`src/rtl/interrupt_pending_unit.sv`:
```
`default_nettype none
// ============================================================================
//  Module      : interrupt_pending_unit (with helper priority_encoder)
//  Description : Captures raw interrupt lines into a pending register, gates
//                them with a software mask and presents the highest-index
//                enabled request to the core over a req/ack handshake.
//  Build macro : INTERRUPT_EDGE_DETECT_EN
//                  defined   -> edge mode (rising edges latched, ack clears)
//                  undefined -> level mode (pending is a registered copy)
//  Ports       : clk        - clock, all state changes on rising edge
//                reset      - synchronous active-high reset
//                irq_lines  - raw interrupt sources [LINES]
//                mask_we    - mask register write strobe
//                mask_in    - new mask value (1 = line enabled) [LINES]
//                mask       - current mask register [LINES]
//                pending    - current pending register [LINES]
//                int_req    - interrupt presented to the core
//                int_index  - index of presented interrupt [OUT_WIDTH]
//                int_ack    - core accepts the presented interrupt
//  Revision    : 1.0 - initial release
// ============================================================================

// ----------------------------------------------------------------------------
//  priority_encoder: highest set index wins; on flags any set bit.
// ----------------------------------------------------------------------------
module priority_encoder #(
    parameter int OUT_WIDTH = 3,
    parameter int LINES     = 1 << OUT_WIDTH
) (
    input  logic [LINES-1:0]     lines,
    output logic [OUT_WIDTH-1:0] out,
    output logic                 on
);

    // Ascending scan: later (higher) indices overwrite earlier ones.
    always_comb begin
        out = '0;
        on  = 1'b0;
        for (int i = 0; i < LINES; i++) begin
            if (lines[i]) begin
                out = OUT_WIDTH'(i);
                on  = 1'b1;
            end
        end
    end

endmodule

module interrupt_pending_unit #(
    parameter int OUT_WIDTH = 3,
    parameter int LINES     = 1 << OUT_WIDTH
) (
    input  logic                 clk,
    input  logic                 reset,
    input  logic [LINES-1:0]     irq_lines,
    input  logic                 mask_we,
    input  logic [LINES-1:0]     mask_in,
    output logic [LINES-1:0]     mask,
    output logic [LINES-1:0]     pending,
    output logic                 int_req,
    output logic [OUT_WIDTH-1:0] int_index,
    input  logic                 int_ack
);

    typedef enum logic [0:0] {
        IDLE    = 1'b0,
        PRESENT = 1'b1
    } state_t;

    state_t                 r_state;
    state_t                 w_state_next;
    logic                   w_load_index;
    logic [LINES-1:0]       r_mask;
    logic [LINES-1:0]       r_pending;
    logic [OUT_WIDTH-1:0]   r_int_index;
    logic [LINES-1:0]       w_enabled;
    logic [OUT_WIDTH-1:0]   w_enc_out;
    logic                   w_enc_on;

    assign w_enabled = r_pending & r_mask;

    priority_encoder #(
        .OUT_WIDTH (OUT_WIDTH),
        .LINES     (LINES)
    ) u_priority_encoder (
        .lines (w_enabled),
        .out   (w_enc_out),
        .on    (w_enc_on)
    );

    // ------------------------------------------------------------------
    // Pending capture
    // ------------------------------------------------------------------
`ifdef INTERRUPT_EDGE_DETECT_EN
    logic [LINES-1:0] r_irq_prev;
    logic [LINES-1:0] w_rise;
    logic [LINES-1:0] w_ack_clear;

    assign w_rise      = irq_lines & ~r_irq_prev;
    assign w_ack_clear = ((r_state == PRESENT) && int_ack)
                         ? (LINES'(1) << r_int_index) : '0;

    // History loads the live lines on reset so a line already high at
    // reset release is not mistaken for a fresh edge.
    always_ff @(posedge clk) begin
        if (reset) begin
            r_irq_prev <= irq_lines;
            r_pending  <= '0;
        end else begin
            r_irq_prev <= irq_lines;
            // Set is OR-ed after the clear so a same-cycle rise wins.
            r_pending  <= (r_pending & ~w_ack_clear) | w_rise;
        end
    end
`else
    // Level mode: pending simply mirrors the lines one cycle late; the
    // ack has no effect on it, a held line is re-presented.
    always_ff @(posedge clk) begin
        if (reset) begin
            r_pending <= '0;
        end else begin
            r_pending <= irq_lines;
        end
    end
`endif

    // ------------------------------------------------------------------
    // Mask register
    // ------------------------------------------------------------------
    always_ff @(posedge clk) begin
        if (reset) begin
            r_mask <= '0;
        end else if (mask_we) begin
            r_mask <= mask_in;
        end
    end

    // ------------------------------------------------------------------
    // Presentation FSM
    // ------------------------------------------------------------------
    always_ff @(posedge clk) begin
        if (reset) begin
            r_state <= IDLE;
        end else begin
            r_state <= w_state_next;
        end
    end

    // The index is only sampled on the IDLE->PRESENT transition, so it is
    // frozen for the whole presentation regardless of new requests or mask
    // changes.
    always_comb begin
        w_state_next = r_state;
        w_load_index = 1'b0;
        case (r_state)
            IDLE: begin
                if (w_enc_on) begin
                    w_state_next = PRESENT;
                    w_load_index = 1'b1;
                end
            end
            PRESENT: begin
                if (int_ack) begin
                    w_state_next = IDLE;
                end
            end
            default: begin
                w_state_next = IDLE;
            end
        endcase
    end

    always_ff @(posedge clk) begin
        if (reset) begin
            r_int_index <= '0;
        end else if (w_load_index) begin
            r_int_index <= w_enc_out;
        end
    end

    assign int_req   = (r_state == PRESENT);
    assign int_index = r_int_index;
    assign mask      = r_mask;
    assign pending   = r_pending;

endmodule

`default_nettype wire

```
`config.mk`:
```
export PLATFORM = sky130hd
export DESIGN_NAME = interrupt_pending_unit
export DESIGN_NICKNAME = d
export VERILOG_FILES = /design/src/rtl/interrupt_pending_unit.sv
export SDC_FILE = /design/constraint.sdc
export NUM_CORES = 1
export LEC_CHECK = 0
export ABC_AREA = 1
export BUFFER_PORTS_ARGS = -buffer_cell sky130_fd_sc_hd__buf_2
export CAP_MARGIN = 10
export CORE_MARGIN = 2
export CORE_UTILIZATION = 43
export CTS_CLUSTER_DIAMETER = 50
export CTS_CLUSTER_SIZE = 25
export DETAILED_ROUTE_END_ITERATION = 16
export PLACE_DENSITY = 0.86
export SLEW_MARGIN = 25
export SYNTH_ARGS = -nofsm -noshare
export SYNTH_HDL_FRONTEND = slang
export SYNTH_SLANG_ARGS = --single-unit
```
`constraint.sdc`:
```
create_clock -name clk -period 1.15 [get_ports clk]
set_input_delay 0.0575 -clock clk [delete_from_list [all_inputs] [get_ports clk]]
set_output_delay 0.0575 -clock clk [all_outputs]
set_load 0.005 [all_outputs]
```
==> results.txt <==
----------------------------------------------------
[Synthesis]
  Post-synth EDFFs ... 0
  Average size of a mapped cell ... 7.703 um^2
  Synth warnings ... 0
  Post-Syn Area ... 785.8 um^2
  Register bit count reported by yosys ... 20
  Distinct cell type count after synthesis ... 16
  Cell taking the most area after synthesis ... sky130_fd_sc_hd__dfxtp_1
  Cell count after synthesis ... 102
  Most common flop cell mapped by yosys ... sky130_fd_sc_hd__dfxtp_1
  Synth area leaders ... sky130_fd_sc_hd__dfxtp_1, sky130_fd_sc_hd__nor2_1, sky130_fd_sc_hd__nand2_2
  Proportion of synthesized chip area in sequential cells ... 0.5096
  Fraction of registers with async set or reset after synthesis ... 0
  Number of nets in the synthesized netlist ... 122
  Top cell type's share of synthesized area ... 0.5096

[Power]
  Overall power after layout ... 1.458 mW
  Power Internal ... 1.077 mW
  Net switching fraction of the power ... 0.2616
  Proportion of power drawn by combinational gates ... 0.189
  Static leakage ... 0.6444 nW
  Net switching component of the power ... 0.3814 mW
  Max VDD drop ... 0.0009946 V
  Part of the power in the clock network ... 0.277
  Power Density ... 1222 mW/mm^2
  Sequential share of power ... 0.534

[STA]
  Upper clock frequency limit ... 0.9213 GHz
  Max_slew headroom ... 0.8068
  Fin Setup TNS ... 0 ps
  # setup viols final ... 0
  Share of the clock period used by the worst path ... 0.9439
  Hold violation total from the final report ... 0
  Worst Tran Pin Value ... 289.5 ps
  Maximum clock skew at final layout ... 3.573 ps
  Total count of max-transition violations in the final report ... 0
  Shortest clock period the worst path allows after layout ... 1085 ps
  Fin Hold WS ... 11.45 ps

[Detailed routing]
  Wire length per cell ... 12.24 um
  Number of iterations in the first detailed-routing pass ... 4
  Detailed-route wire length ... 2.252 mm
  Vias per cell ... 4.750
  Starting DRT DRC Count ... 24
  DRC ... 0
  Antenna Nets Post-Route ... 0
  Vias ... 874

[Floorplanning]
  Die Outline Area ... 0.002185 mm^2
  Vertical die dimension ... 46.75 um
  Placeable core region ... 0.001727 mm^2
  Initial Utilization ... 0.4551
  Number of top-level design ports ... 40
  Chip width ... 46.75 um
  Placement row count ... 15

[Clocking]
  CTS H-tree lvls ... 1
  Max Buffers Root-to-Sink ... 2
  CTS tree ... yes
  # clock sinks ... 20
  Clock input transition at the sequential cells of the worst setup and hold paths ... 110 ps
  Cell chosen for the clock root ... sky130_fd_sc_hd__clkbuf_4
  Cts bufs inserted ... 3
  Clk_lat worst skew ... 300 ps

[Min path]
  Capture endpoint of the worst hold path ... mask[1]$_SDFFE_PP0P_
  Hold path startpoint ... mask_in[1]
  Hold Path Stages ... 3
  Hold WC Path Type ... in2reg

[Finish]
  Net count of the finished layout ... 180
  Post-route non-filler standard cell count ... 184
  Antenna Cells ... 0
  Filler cells ... 124
  Final Util ... 0.6913
  Share of cells above drive strength 1 ... 0.3648
  Area growth from synthesis to final layout ... 51.91%

[Run]
  Max-cap violation count ... 0

[Run status]
  Run status ... finished clean

[Worst setup path]
  Endpoint class of the critical path ... register
  Data arrival time at the worst-slack endpoint ... 1290 ps
  Endpoint of the most critical register-to-register path ... int_req$_SDFF_PP0_
  Type of origin of the critical path ... register
  Logic depth of the worst register-to-register path ... 6
  Required time of the critical path ... 1360 ps
  Worst R2R Start ... pending[1]$_SDFF_PP0_
  R2R Setup Slk ... 60 ps
  Critical path peak fanout ... 4
  Worst Path Class, Setup ... reg2reg

[GRT]
  Global Route Usage Sum ... 0.2375
  Global-route congestion overflow total ... 0
  Initial antenna violation count ... 0
  Via count of the first global-routing pass ... 863
  First-pass GRT wire length ... 3.663 mm
  Pin count of the biggest net entering global routing ... 12

[Place]
  Placer Congestion ... 0.7407
  Post-DP HPWL ... 1.412 mm
  I/O Buffers ... 39
  Number of instances in the placed design ... 166

----------------------------------------------------
-- worst max-delay path by stage --
stage,from,end,cells past startpoint
2_1_floorplan,pending[4]$_SDFF_PP0_,int_req$_SDFF_PP0_,6
3_3_place_gp,mask[1]$_SDFFE_PP0P_,int_req$_SDFF_PP0_,6
3_5_place_dp,mask[4]$_SDFFE_PP0P_,int_req$_SDFF_PP0_,6
4_1_cts,mask[6]$_SDFFE_PP0P_,int_req$_SDFF_PP0_,6
5_1_grt,pending[1]$_SDFF_PP0_,int_req$_SDFF_PP0_,6
6_report,pending[1]$_SDFF_PP0_,int_req$_SDFF_PP0_,6
-- sequential cells by signal, indices dropped and copies added (netlist names) --
register   cells
mask           8
pending        8
int_index      3
int_req        1
-- cells in the mapped netlist (2+ instances only) --
cell	n
sky130_fd_sc_hd__dfxtp_1	20
sky130_fd_sc_hd__nand3_1	4
sky130_fd_sc_hd__nor2_1	28
sky130_fd_sc_hd__o21ai_4	2
sky130_fd_sc_hd__inv_1	13
sky130_fd_sc_hd__o21ai_0	8
sky130_fd_sc_hd__nand2_1	10
sky130_fd_sc_hd__a21oi_1	2
sky130_fd_sc_hd__nand2_2	8
-- what timing repair did --
action,4_1_cts,5_1_grt
gates resized for setup,0,1
setup buffers,0,0
hold buffers,14,0
endpoints found under the setup margin,0,2
hold endpoints to repair,14,0
-- metal layers --
layer  part of all wire  global-route usage  vias up
li1                   -                   -      426
met1               0.42              0.2936      391
met2               0.48              0.3833       45
met3              0.060             0.03846       12
met4              0.039              0.1556        0
met5                  0                   0        -
-- power groups by stage --
stage / Combinational (mW) / Clock [mW] / Sequential, mW
5_1_grt: 0.309 / 0.432 / 0.784
4_1_cts: 0.270 / 0.408 / 0.776
3_5_place_dp: 0.232 / 0 / 0.792
6_report: 0.276 / 0.403 / 0.778
2_1_floorplan: 0.120 / 0 / 0.794
3_3_place_gp: 0.224 / 0 / 0.788
-- layout make-up --
class	instances	area [um^2]	area share
timing repair buffer	54	342.8	0.2872
multi-input combinational	66	324.1	0.2715
tap	25	31.28	0.02621
sequential	20	401.6	0.3365
clock buffer	4	36.28	0.03040
inverter	15	57.56	0.04822
-- layout by cell type, fill, tap and decap left out, types with 2 or more instances in the layout --
cell type,instances
sky130_fd_sc_hd__buf_2,39
sky130_fd_sc_hd__nor2_1,28
sky130_fd_sc_hd__dfxtp_1,19
sky130_fd_sc_hd__dlygate4sd3_1,14
sky130_fd_sc_hd__inv_1,13
sky130_fd_sc_hd__nand2_1,10
sky130_fd_sc_hd__o21ai_0,8
sky130_fd_sc_hd__nand2_2,8
sky130_fd_sc_hd__nand3_1,4
sky130_fd_sc_hd__clkbuf_4,3
sky130_fd_sc_hd__o21ai_4,2
sky130_fd_sc_hd__a21oi_1,2
-- cells by family (layout without fill, tap and decap cells) --
| family | Yosys count | after routing | synth area share |
|---|---|---|---|
| and+or+nand+nor | 51 | 51 | 0.2803 |
| DFF | 20 | 20 | 0.5095 |
| buffers and inverters | 16 | 73 | 0.07801 |
| AOI/OAI and AO/OA | 15 | 15 | 0.1322 |
-- stage by stage --
stage               instance area [um^2]  setup slack (ps)
floorplan                          785.8             193.7
global placement                    1016             161.8
detailed placement                  1016             110.7
CTS                                 1192             87.26
global route                        1194            -6.779
finish                              1194             64.53
-- critical path: stages, from the launching register on --
cell,delay (ps)
sky130_fd_sc_hd__dfxtp_1,350
sky130_fd_sc_hd__nand2_1,100
sky130_fd_sc_hd__nand2_2,80
sky130_fd_sc_hd__o21ai_4,180
sky130_fd_sc_hd__nand2_1,100
sky130_fd_sc_hd__o21ai_1,130
sky130_fd_sc_hd__inv_1,40
No activity file was read; power rests on OpenSTA's default activity.
